<file path="config.mk">
export PLATFORM = sky130hd
export DESIGN_NAME = imem_loader
export DESIGN_NICKNAME = d
export VERILOG_FILES = /design/src/rtl/imem_loader_pkg.sv /design/src/rtl/loader_byte_packer.sv /design/src/rtl/imem_loader.sv
export SDC_FILE = /design/constraint.sdc
export NUM_CORES = 1
export LEC_CHECK = 0
export BUFFER_PORTS_ARGS = -buffer_cell sky130_fd_sc_hd__buf_2
export CAP_MARGIN = 20
export CORE_UTILIZATION = 48
export DETAILED_ROUTE_END_ITERATION = 8
export PLACE_DENSITY = 0.76
export SLEW_MARGIN = 30
export SYNTH_ARGS = -nofsm -noshare
export SYNTH_HDL_FRONTEND = slang
export SYNTH_HIERARCHICAL = 1
export SYNTH_SLANG_ARGS = --single-unit
</file>
<file path="constraint.sdc">
create_clock -name clk -period 2.1 [get_ports clk]
set_input_delay 0.21 -clock clk [delete_from_list [all_inputs] [get_ports clk]]
set_output_delay 0.21 -clock clk [all_outputs]
set_load 0.03 [all_outputs]
</file>
<file path="src/rtl/imem_loader_pkg.sv">
// rtl/imem_loader_pkg.sv - shared types and constants for the instruction-memory loader
package imem_loader_pkg;

  typedef enum logic [2:0] {
    IDLE,
    LOAD,
    WRITE,
    DONE,
    ERR
  } state_t;

  localparam int BYTES_PER_WORD = 4;
  localparam int WORD_W         = 32;

endpackage

</file>
<file path="src/rtl/loader_byte_packer.sv">
// rtl/loader_byte_packer.sv - places incoming bytes into a 32-bit word by byte index
module loader_byte_packer
  import imem_loader_pkg::*;
#(
  parameter bit BIG_ENDIAN = 1'b1
) (
  input  logic              clk,
  input  logic              reset,
  input  logic              clear,
  input  logic              accept,
  input  logic [7:0]        data,
  output logic              word_full,
  output logic [WORD_W-1:0] word
);

  logic [1:0]        idx;
  logic [1:0]        slot;
  logic [WORD_W-1:0] shreg;

  // Big-endian fills from the top byte lane downwards.
  assign slot      = BIG_ENDIAN ? (2'd3 - idx) : idx;
  assign word_full = (idx == 2'(BYTES_PER_WORD - 1));
  assign word      = shreg;

  // The index wraps to 0 on the fourth byte, so it is already clear during WRITE.
  always_ff @(posedge clk or negedge reset) begin
    if (!reset) begin
      idx   <= 2'd0;
      shreg <= '0;
    end else if (clear) begin
      idx   <= 2'd0;
      shreg <= '0;
    end else if (accept) begin
      idx                        <= idx + 2'd1;
      shreg[{slot, 3'b000} +: 8] <= data;
    end
  end

endmodule

</file>
<file path="src/rtl/imem_loader.sv">
// rtl/imem_loader.sv - byte-stream program loader writing packed words into instruction memory
module imem_loader
  import imem_loader_pkg::*;
#(
  parameter int ADDR_W     = 6,
  parameter bit BIG_ENDIAN = 1'b1
) (
  input  logic              clk,
  input  logic              reset,
  input  logic              start,
  input  logic              in_valid,
  input  logic [7:0]        in_data,
  input  logic              in_last,
  output logic              in_ready,
  output logic              we,
  output logic [ADDR_W-1:0] waddr,
  output logic [WORD_W-1:0] wdata,
  output logic              cpu_hold,
  output logic              busy,
  output logic              done,
  output logic              err,
  output logic [ADDR_W:0]   word_count
);

  localparam logic [ADDR_W:0] CAPACITY = {1'b1, {ADDR_W{1'b0}}};

  state_t state, next_state;
  logic   accept;
  logic   clear;
  logic   word_full;
  logic   last_q;

  assign accept = in_valid && in_ready;

  loader_byte_packer #(
    .BIG_ENDIAN(BIG_ENDIAN)
  ) u_packer (
    .clk      (clk),
    .reset    (reset),
    .clear    (clear),
    .accept   (accept),
    .data     (in_data),
    .word_full(word_full),
    .word     (wdata)
  );

  always_ff @(posedge clk or negedge reset) begin
    if (!reset) begin
      state      <= IDLE;
      waddr      <= '0;
      word_count <= '0;
      last_q     <= 1'b0;
    end else begin
      state <= next_state;
      if (clear) begin
        waddr      <= '0;
        word_count <= '0;
        last_q     <= 1'b0;
      end else if (state == WRITE) begin
        waddr      <= waddr + 1'b1;
        word_count <= word_count + 1'b1;
      end
      if (state == LOAD && accept && word_full) begin
        last_q <= in_last;
      end
    end
  end

  always_comb begin
    next_state = state;
    clear      = 1'b0;
    in_ready   = 1'b0;
    we         = 1'b0;
    busy       = 1'b0;
    done       = 1'b0;
    err        = 1'b0;
    cpu_hold   = 1'b1;
    case (state)
      IDLE, DONE, ERR: begin
        done     = (state == DONE);
        err      = (state == ERR);
        cpu_hold = (state != DONE);
        if (start) begin
          next_state = LOAD;
          clear      = 1'b1;
        end
      end
      LOAD: begin
        in_ready = 1'b1;
        busy     = 1'b1;
        // A full memory rejects the word instead of wrapping onto address 0.
        if (accept) begin
          if (word_full) begin
            next_state = (word_count == CAPACITY) ? ERR : WRITE;
          end else if (in_last) begin
            next_state = ERR;
          end
        end
      end
      WRITE: begin
        we         = 1'b1;
        busy       = 1'b1;
        next_state = last_q ? DONE : LOAD;
      end
      default: next_state = IDLE;
    endcase
  end

endmodule

</file>
==> results.sh <==
export IMPL_drv_max_cap_violation_count=0
export IMPL_critical_path_endpoint_type="output pin"
export IMPL_final_nets=332
export IMPL_p_clk_share_pct=17.5
export IMPL_max_frequency_ghz=0.5039
export IMPL_fp_dieH_um=75.05
export IMPL_post_place_cells=373
export IMPL_synth_cell_area_sq_um=2561
export IMPL_grt_setup_unrepaired="no"
export IMPL_final_setup_tns_ns=0
export IMPL_firstDrtPassIters=4
export IMPL_cts_clk_slew_worst_paths_ns=0.09
export IMPL_sw_frac_of_total_pct=42.05
export IMPL_run_status="completed"
export IMPL_drtAntennaViolNets=0
export IMPL_cts_made_buffers=5
export IMPL_finalMaxSlewViolations=0
export IMPL_ys_flop_type="sky130_fd_sc_hd__dfrtp_1"
export IMPL_timing_final_hold_violations=0
export IMPL_hold_path_class="input pin to register"
export IMPL_power_leakage_nw=1.494
export IMPL_dp_final_hpwl_um=4261
export IMPL_port_buffer_count=63
export IMPL_core_area_sq_um=5107
export IMPL_drt_initial_drc_count=120
export IMPL_insertion_delay_ns=0.30
export IMPL_dieArea_sq_um=5632
export IMPL_io_pins=64
export IMPL_p_int_mw=1.845
export IMPL_synth_net_count=267
export IMPL_detailroute_via_count=2120
export IMPL_cts_setup_buffers=0
export IMPL_clock_tree_root_cell="sky130_fd_sc_hd__clkbuf_8"
export IMPL_synth_area_leaders="sky130_fd_sc_hd__dfrtp_1, sky130_fd_sc_hd__o2bb2ai_1, sky130_fd_sc_hd__nand4_1"
export IMPL_worstSetupStartpointType="register"
export IMPL_p_seq_share_pct=37.4
export IMPL_ys_seq_area_share_pct=49.83
export IMPL_netlist_top_cell_by_area="sky130_fd_sc_hd__dfrtp_1"
export IMPL_postSynthCellCount=246
export IMPL_aggregate_routed_wire_length_um=5926
export IMPL_setup_cp_type="register to output pin"
export IMPL_skew_ns=0.005366
export IMPL_number_of_synthesized_flops_with_an_enable_pin=0
export IMPL_groute_usage_overall_pct=21.80
export IMPL_fraction_of_registers_with_async_set_reset_pct=100.0
export IMPL_post_route_period_util_pct=94.50
export IMPL_cts_tree="done"
export IMPL_cp_max_fo=16
export IMPL_post_drt_via_cell_ratio=5.564
export IMPL_drive_above_1_share_pct=30.23
export IMPL_comb_pwr_share_pct=45.1
export IMPL_antenna_cells_inserted=0
export IMPL_numClockSinks=51
export IMPL_max_slew_worst_pin_slew_ns=0.5821
export IMPL_worstPathArrival_ns=1.77
export IMPL_setup_viol_count_final=0
export IMPL_remaining_drc_errors=0
export IMPL_synth_yosys_warnings=6
export IMPL_htreeDepth=2
export IMPL_first_global_vias=1917
export IMPL_grt_antenna_before_repair=0
export IMPL_initial_utilization_pct=50.15
export IMPL_final_period_minus_worst_setup_slack_ns=1.984
export IMPL_post_route_util_pct=60.41
export IMPL_average_routed_wire_per_standard_cell_um=15.55
export IMPL_synthDominantCellAreaShare_pct=49.83
export IMPL_area_delta_synth_final_pct=20.47
export IMPL_powerDensity_nw_per_um2=1032
export IMPL_grt_first_pass_wirelength_um=9287
export IMPL_switching_power_mw=1.339
export IMPL_number_of_standard_cells_in_the_final_layout_excluding_fillers=381
export IMPL_die_x_um=75.05
export IMPL_cp_data_required_time_ns=1.89
export IMPL_synth_cell_types=40
export IMPL_yosys_register_bits=51
export IMPL_max_slew_margin_rel_pct=61.19
export IMPL_grt_max_degree=23
export IMPL_mean_instance_size_in_the_synthesized_netlist_sq_um=10.41
export IMPL_cts_max_path_buffers=2
export IMPL_std_cell_rows=26
export IMPL_grt_remaining_overflow=0
export IMPL_worst_ir_drop_vdd_uv=545.6
export IMPL_finalWeightedCongestion=0.8250
[sequential cells by signal, indices dropped and copies added (netlist names)]
| signal | flops |
|---|---|
| u_packer/word | 32 |
| state | 3 |
| word_count | 7 |
| u_packer/idx | 2 |
| last_q | 1 |
| waddr | 6 |
[placed cells by master, fill, tap and decap left out, types with 8 or more instances in the layout]
master and instances:
sky130_fd_sc_hd__a21oi_1 9, sky130_fd_sc_hd__a32o_1 8, sky130_fd_sc_hd__and2_1 8, sky130_fd_sc_hd__buf_2 63, sky130_fd_sc_hd__buf_4 12, sky130_fd_sc_hd__dfrtp_1 51
sky130_fd_sc_hd__ha_1 8, sky130_fd_sc_hd__inv_1 17, sky130_fd_sc_hd__nand2_1 18, sky130_fd_sc_hd__nand4_1 20, sky130_fd_sc_hd__o21ai_0 15, sky130_fd_sc_hd__o2bb2ai_1 15
sky130_fd_sc_hd__or3_1 8
[area by class of cell]
cell class	count	area, sq um
tap	70	87.58
multi-input combinational	157	1116
clock buffer	6	82.58
sequential	51	1276
clock inverter	1	5.005
fill	455	2022
inverter	18	71.32
timing repair buffer	78	446.7
[per-stage QoR]
stage	cell area (sq um)	hold slack [ns]	setup slack (ns)	total power [mW]
global route	3085	0.2014	0.01671	3.378
CTS	3073	0.1928	0.06784	3.174
detailed placement	2972	0.2015	0.02305	2.606
global placement	2972	0.2019	0.09378	2.566
finish	3085	0.2040	0.1156	3.184
floorplan	2569	-0.08559	0.02584	2.230
[cells in the mapped netlist (6+ instances only)]
master	n
sky130_fd_sc_hd__dfrtp_1	51
sky130_fd_sc_hd__nand2_1	19
sky130_fd_sc_hd__ha_1	8
sky130_fd_sc_hd__o2bb2ai_1	15
sky130_fd_sc_hd__inv_1	18
sky130_fd_sc_hd__o32ai_1	6
sky130_fd_sc_hd__and2_1	8
sky130_fd_sc_hd__nand4_1	20
sky130_fd_sc_hd__a21oi_1	11
sky130_fd_sc_hd__o21ai_0	15
sky130_fd_sc_hd__clkbuf_1	11
sky130_fd_sc_hd__a32o_1	8
sky130_fd_sc_hd__or3_1	8
[logic make-up (layout without fill, tap and decap cells)]
logic type	Yosys count	count (layout)	share of synthesized area [%]
multiplexers	3	3	1.172
flip-flops	51	51	49.83
AO/OA/AOI/OAI	64	64	18.86
XOR/XNOR	2	2	0.6841
adder cells (fa/ha/maj)	8	8	3.908
AND/OR/NAND/NOR	80	80	18.47
buffers and inverters	38	103	7.083
[power by group through the flow]
| stage | logic, mW | registers, mW | clock network, mW |
|---|---|---|---|
| 4_1_cts | 1.41 | 1.19 | 0.574 |
| 2_1_floorplan | 0.861 | 1.37 | 0 |
| 3_3_place_gp | 1.36 | 1.20 | 0 |
| 5_1_grt | 1.55 | 1.21 | 0.616 |
| 6_report | 1.44 | 1.19 | 0.557 |
| 3_5_place_dp | 1.40 | 1.21 | 0 |
[critical path, cell delays in order, from the launching register on]
cell,delay (ns)
sky130_fd_sc_hd__dfrtp_1,0.36
sky130_fd_sc_hd__buf_4,0.15
sky130_fd_sc_hd__or3b_1,0.55
sky130_fd_sc_hd__inv_1,0.20
sky130_fd_sc_hd__buf_2,0.22
[path summary, 6_finish.rpt]
kind / from / endpoint / slack [ns] / depth (start not counted)
max in group asynchronous: reset / u_packer/word[9] / 1.08 / 3
hold reg to reg: waddr[5] / waddr[5] / 0.49 / 1
min in group asynchronous: reset / u_packer/word[5] / 0.41 / 2
setup / recovery: state[1] / we / 0.12 / 4
setup reg to reg: state[1] / u_packer/word[26] / 0.15 / 6
hold / removal: in_data[7] / u_packer/word[31] / 0.20 / 3
[routing by layer]
layer  vias up  GRT usage, %  part of all wire, %
met5         -             0                    0
li1       1033             -                    -
met1      1046         30.43                   47
met2        37         35.74                   50
met3         4         4.284                  3.0
met4         0         3.983                 0.66
[what timing repair did]
| action | 4_1_cts | 5_1_grt |
|---|---|---|
| setup endpoints to repair | 1 | 18 |
| hold buffers | 1 | 0 |
| hold endpoints to repair | 20 | 0 |
| resized for setup | 1 | 4 |
| gates cloned | 0 | 0 |
No activity file was read; power rests on OpenSTA's default activity.
